[src/rtl/wash_sequencer.sv]
// Washing-machine program sequencer: WASH -> RINSE -> SPIN -> DONE, timed in
// seconds from sec_tick, with pause/resume and registered actuator outputs.
module wash_sequencer #(
  parameter int WASH_T  = 9,
  parameter int RINSE_T = 6,
  parameter int SPIN_T  = 3,
  parameter int ALARM_T = 5,
  parameter int CW      = 8
) (
  input  logic          clk,
  input  logic          rst,
  input  logic          start_pause,
  input  logic          sec_tick,
  output logic          div_en,
  output logic [2:0]    phase,
  output logic          paused,
  output logic [CW-1:0] remain,
  output logic [CW-1:0] total_left,
  output logic          water_in,
  output logic          motor,
  output logic          drain,
  output logic          alarm
);

  typedef enum logic [2:0] {
    S_IDLE  = 3'd0,
    S_WASH  = 3'd1,
    S_RINSE = 3'd2,
    S_SPIN  = 3'd3,
    S_DONE  = 3'd4
  } state_t;

  state_t        state_q, state_d;
  logic          paused_d;
  logic [CW-1:0] remain_d, total_d;
  logic          tick_ok;
  logic          run_d;
  logic          div_en_d, water_d, motor_d, drain_d, alarm_d;

  // The phase output doubles as the debug view of the FSM state.
  assign phase = state_q;

  // Handshake: start_pause and sec_tick are single-cycle strobes sampled on
  // the rising edge; no ready is returned, every strobe is consumed or dropped.
  // A tick is only meaningful while the divider is enabled.
  assign tick_ok = sec_tick && div_en;

  always_comb begin
    state_d  = state_q;
    paused_d = paused;
    remain_d = remain;
    total_d  = total_left;
    case (state_q)
      S_IDLE: begin
        if (start_pause) begin
          state_d  = S_WASH;
          paused_d = 1'b0;
          remain_d = CW'(WASH_T);
          total_d  = CW'(WASH_T + RINSE_T + SPIN_T);
        end
      end
      S_WASH, S_RINSE, S_SPIN: begin
        if (start_pause) begin
          paused_d = !paused;
        end else if (tick_ok) begin
          total_d = total_left - CW'(1);
          if (remain == CW'(1)) begin
            case (state_q)
              S_WASH:  begin state_d = S_RINSE; remain_d = CW'(RINSE_T); end
              S_RINSE: begin state_d = S_SPIN;  remain_d = CW'(SPIN_T);  end
              default: begin state_d = S_DONE;  remain_d = CW'(ALARM_T); end
            endcase
          end else begin
            remain_d = remain - CW'(1);
          end
        end
      end
      S_DONE: begin
        if (start_pause || (tick_ok && remain == CW'(1))) begin
          state_d  = S_IDLE;
          paused_d = 1'b0;
          remain_d = '0;
          total_d  = '0;
        end else if (tick_ok) begin
          remain_d = remain - CW'(1);
        end
      end
      default: begin
        state_d  = S_IDLE;
        paused_d = 1'b0;
        remain_d = '0;
        total_d  = '0;
      end
    endcase

    // Outputs are computed from the next state so the registers show them
    // in the same cycle as the phase they belong to.
    run_d    = (state_d == S_WASH || state_d == S_RINSE || state_d == S_SPIN) && !paused_d;
    water_d  = run_d && (state_d == S_WASH || state_d == S_RINSE);
    motor_d  = run_d;
    drain_d  = run_d && (state_d == S_SPIN);
    alarm_d  = (state_d == S_DONE);
    div_en_d = run_d || (state_d == S_DONE);
  end

  always_ff @(posedge clk) begin
    if (rst) begin
      state_q    <= S_IDLE;
      paused     <= 1'b0;
      remain     <= '0;
      total_left <= '0;
      div_en     <= 1'b0;
      water_in   <= 1'b0;
      motor      <= 1'b0;
      drain      <= 1'b0;
      alarm      <= 1'b0;
    end else begin
      state_q    <= state_d;
      paused     <= paused_d;
      remain     <= remain_d;
      total_left <= total_d;
      div_en     <= div_en_d;
      water_in   <= water_d;
      motor      <= motor_d;
      drain      <= drain_d;
      alarm      <= alarm_d;
    end
  end

endmodule

[config.mk]
export PLATFORM = sky130hd
export DESIGN_NAME = wash_sequencer
export DESIGN_NICKNAME = d
export VERILOG_FILES = /design/src/rtl/wash_sequencer.sv
export SDC_FILE = /design/constraint.sdc
export NUM_CORES = 1
export LEC_CHECK = 0
export CORE_MARGIN = 8
export CORE_UTILIZATION = 49
export DETAILED_ROUTE_END_ITERATION = 6
export GPL_TIMING_DRIVEN = 0
export HOLD_SLACK_MARGIN = 0.15
export PLACE_DENSITY = 0.77
export REMOVE_ABC_BUFFERS = 1
export SLEW_MARGIN = 20
export SYNTH_ARGS = -nofsm -noshare
export SYNTH_HDL_FRONTEND = slang
export SYNTH_SLANG_ARGS = --single-unit
[constraint.sdc]
create_clock -name clk -period 5.2 [get_ports clk]
set_input_delay 0.78 -clock clk [delete_from_list [all_inputs] [get_ports clk]]
set_output_delay 0.78 -clock clk [all_outputs]
set_load 0.05 [all_outputs]
# [Word level (Yosys, flattened, before mapping)]
# Cells that the tools add are included.
[op_classes] add_sub_neg=2 eq_ne=14 muxes=24 n_reduce_logical=15
[ops] operator="$mux 8" n=10
[ops] operator="$pmux 8 s3" n=2
[ops] operator="$sub 8x1->8 const B" n=2
[ops] operator="$mux 3" n=5
[ops] operator="$eq 3x2->1 const B" n=4
[ops] operator="$pmux 3 s2" n=2
[ops] operator="$pmux 3 s3" n=1
[ops] operator="$eq 8x1->1 const B" n=1
[ops] operator="$ne 2x2->1 const B" n=4
[ops] operator="$reduce_and 4->1" n=2
[ops] operator="$eq 3x1->1 const B" n=2
[ops] operator="$eq 3x3->1 const B" n=2
[ops] operator="$logic_and 1x1->1" n=5
[ops] operator="$logic_or 1x1->1" n=4
[ops] operator="$logic_not 3->1" n=1
[ops] operator="$mux 1" n=3
[ops] operator="$ne 3x3->1 const B" n=1
[ops] operator="$pmux 1 s3" n=1
[ops] operator="$reduce_or 3->1" n=1
[ops] operator="$logic_not 1->1" n=2
[totals] reg_bits=25 inputBits=4 out_inout_bits=25 wordCells=64

# [Depth between registers and ports, before layout]
[depth] depth_word=11 mapped_depth=8 ltp_nobuf=7

# [Worst setup path before layout]
# Ideal clock, no wire load.
[synth_timing] path_kind="register to register" from="reg remain[0]" to="reg remain[2]" setup_time_ns=0.144 t_arrival_ns=2.481 required_time_ns=5.056 slack_ns=2.575 stages_incl_launch_ff=7 path_buffers=0 period_less_slack_ns=2.625 cell_sequence="dfxtp_1 > ha_1 > or3b_2 > o311ai_1 > and2_1 > or4b_2 > o311ai_0"
[synth_between] elab_chain_cells=5 elab_cells_between_ends=12 cone_classes="add/sub (1); eq/ne (2); mux (6); reduce/logical (3)"
[synth_rtl] item="start: declaration" line="17" source="output logic [CW-1:0] remain,"
[synth_rtl] item="start signal: assignment" line="120" source="remain <= remain_d;"
[synth_rtl] item="$sub 8x1->8 or $eq 8x1->1 (tied branches)"
[synth_rtl] item="$mux 8 or $logic_and 1x1->1 (tied branches)" line="67, 79"
[synth_rtl] item="$mux 8 or $logic_or 1x1->1 (tied branches)" line="65, 79"
[synth_rtl] item="$mux 8 (tied with other cells)" line="63" source="if (start_pause) begin"
[synth_rtl] item="$pmux 8 s3 or $reduce_and 4->1 (tied branches)"
# Parallel ways exist; a longest one is shown, timed or not. The select of a mux whose other input is x is not followed.
# A chain may end at the register's enable or synchronous reset.

# [Worst setup path in the final report]
[layout_timing] from="in start_pause" to="reg remain[6]"
[layout_between] elab_chain_cells=3 elab_cells_between_ends=7 cone_classes="eq/ne (3); mux (2); reduce/logical (2)"
[layout_rtl] item="start: declaration" line="12" source="input logic start_pause,"
[layout_rtl] item="$logic_or 1x1->1" line="79" source="if (start_pause || (tick_ok && remain == CW'(1))) begin"
[layout_rtl] item="$ne 3x3->1 (no line) or $mux 8 (tied branches)"
[layout_rtl] item="$reduce_and 4->1 (no line) or $pmux 8 s3 (tied branches)"
# Parallel ways exist; a longest one is shown, timed or not.

==> impl_metrics.ini <==
[outcome]
outcome = finished clean

[grt]
grt_first_pass_wirelength_um = 6110
number_of_antenna_violations_at_the_first_check_in_global_routing = 0
grt_max_degree = 21
global_route.usage.total_pct = 14.1
gr-total-overflow = 0
vias_in_the_first_global_route = 1346

[worst_hold_path]
min_delay_path_depth = 2
hold_class = flip-flop to flip-flop

[yosys]
synth-warning-count = 0
post_synth_inst_count = 179
async_s_r_ff_share_synth_pct = 0
synth_enable_flop_cells = 0
synth_cell_type_count = 43
yosys_most_used_dff = sky130_fd_sc_hd__dfxtp_1
ys_ff_latch = 25
synth.cell_area_sq_um = 1450
avgSynthCellArea_sq_um = 8.09
ys_seq_area_share_pct = 34.6

[routing]
drt-initial-drc-count = 55
detailroute.via_count = 1409
wl_per_cell_um = 14.9
first_pass_iters = 4
routed_wirelength_um = 3450
ant_nets = 0
drc = 0
vias_per_cell = 6.07

[worst_setup_path]
crit_path_end = remain[6]
critical_path.reg2reg.endpoint = remain[0]
timing.critical_path.cells = clkdlybuf4s50_1 > or3b_2 > o21ai_0 > nor2_1 > or4b_2 > a21oi_1
critical_path.endpoint_type = flip-flop
timing.setup.critical_path_class = input port to flip-flop
cp_max_fo = 15
critical_path.reg2reg.startpoint = remain[1]
worst_path_max_delay_cell = sky130_fd_sc_hd__or4b_2
cpPeakStageDelay_ns = 0.71
arrival_ns = 3.40
crit_path_start = start_pause
worstSetupStartpointType = input port
required_ns = 5.45
rrSetupSlack_ns = 2.48
rr_worst_depth = 7

[layout]
final_net_count = 210
antenna_cells_inserted = 0
drive_above_1_share_pct = 10.4
layout.cells.most_common = sky130_fd_sc_hd__clkdlybuf4s50_1
finalCoreUtilization_pct = 62.8
syn2layout_area_growth_pct = 20.6
mostFrequentLayoutCells = sky130_fd_sc_hd__clkdlybuf4s50_1, sky130_fd_sc_hd__dfxtp_1, sky130_fd_sc_hd__a21oi_1
instances_no_fill = 232
filler_instances = 258

[sta]
period_share_pct = 60.7
drv_slew = 0
clock.fmax_mhz = 317
maxSlewHeadroom_pct = 32.7
layout_min_cycle_time_ns = 3.15
totalNegativeSetupSlack_ns = 0
hold_slack_ns = 0.498
worst_slew_pin_slew_ns = 0.994
unrepaired_setup_endpoints_after_global_routing = false
setup_violations = 0
finalHoldViolCount = 0
clock-skew-final_ns = 0.00536

[clock_tree]
clkLatencyLatePin_ns = 0.32
clk_transition_reported_paths_ns = 0.15
numClockSinks = 25
cts-htree-levels = 1
total_of_cells_resized_after_clock_tree_synthesis = 0
post_cts_hold_buffer_count = 0
cts_made_buffers = 3
postCtsSetupBuffers = 0
max-clock-path-buffers = 2
tritoncts = built
ctsRootBufferMaster = sky130_fd_sc_hd__clkbuf_4

[pwr]
power.static_leakage_nw = 0.619
power_per_cell_area_nw_per_um2 = 265
worst_ir_drop_on_vdd_mv = 0.172

[floorplanning]
dieHeight_um = 70.4
die_area_sq_um = 4950
number_of_rows_in_the_core_area = 19
start_util_pct = 52.0
core_area_sq_um = 2780
die_w_um = 70.4
number_of_top_level_pins = 29

[placement]
place.detailed.hpwl_um = 2530
place_congestion = 0.831
dpl.cell_count = 228
port_buffers = 28

[flow_run]
max_cap_viol_count = 0
## synth_stat cells (all sizes together), types with 5 or more instances
| master | count | area [sq um] |
|---|---|---|
| a21oi | 21 | 109 |
| clkbuf | 6 | 22.5 |
| dfxtp | 25 | 500 |
| inv | 6 | 22.5 |
| nand2 | 19 | 71.3 |
| nor2 | 12 | 45.0 |
| nor3 | 8 | 40.0 |
| o21ai | 7 | 35.0 |
| or3 | 5 | 33.8 |
| or4 | 5 | 41.3 |
## layout make-up
cell class	instances	area, sq um	area share, %
Timing Repair Buffer	28	280	16.1
Tap cell	31	38.8	2.22
Sequential cell	25	500	28.7
Clock inverter	1	5.00	0.287
Clock buffer	3	22.5	1.29
Multi-Input combinational cell	138	876	50.2
Inverter	6	22.5	1.29
## routing by layer
layer | track usage [%] | vias up | wire length [um] | part of all wire, %
met3 | 4.66 | 2 | 225 | 6.5
met4 | 4.46 | 0 | 20 | 0.58
li1 | - | 701 | - | -
met2 | 24.0 | 35 | 1680 | 49
met1 | 15.9 | 671 | 1520 | 44
met5 | 0 | - | 0 | 0
## worst min-delay path by stage
| stage | startpoint | to | slack [ns] |
|---|---|---|---|
| floorplan | total_left[1] | total_left[1] | 0.69 |
| finish | total_left[7] | total_left[7] | 0.50 |
| detailed placement | total_left[7] | total_left[7] | 0.48 |
| global placement | total_left[7] | total_left[7] | 0.46 |
| CTS | total_left[7] | total_left[7] | 0.50 |
| global route | total_left[7] | total_left[7] | 0.52 |
## stage by stage
step | area, sq um | total power [W] | worst slack [ns]
after floorplan | 1400 | 0.000330 | 2.57
after global placement | 1720 | 0.000372 | 1.78
after detailed placement | 1720 | 0.000376 | 1.75
after CTS | 1750 | 0.000464 | 2.09
after global routing | 1750 | 0.000489 | 1.87
final | 1750 | 0.000462 | 2.05
## registers in the layout (all words and copies together) (netlist names)
register and count:
phase 3, drain 1, water_in 1, motor 1
paused 1, total_left 8, remain 8, div_en 1
alarm 1
## critical path, delay by kind of cell
family	cells	cell delay, ns
AO/OA/AOI/OAI	2	0.39
buffers and inverters	1	0.65
AND/OR/NAND/NOR	3	1.58
## logic make-up (layout without fill, tap and decap cells)
kind of cell               count (synthesis)  count (layout)  share of synthesized area [%]
AOI/OAI and AO/OA                         56              56                           26.1
xor gates and xnor gates                   3               3                           1.82
adders and majority gates                  4               4                           3.46
buffers and inverters                     16              38                           4.93
DFF                                       25              25                           34.6
muxes                                      1               1                          0.778
and+or+nand+nor                           74              74                           28.3
## power by group
group          switching, W  internal (W)  leakage [nW]
logic             0.0000989     0.0000570         0.397
clock network     0.0000602     0.0000287        0.0177
registers         0.0000137      0.000204         0.205
total              0.000173      0.000289         0.619
Note: power is estimated with default switching activity, not from simulation.
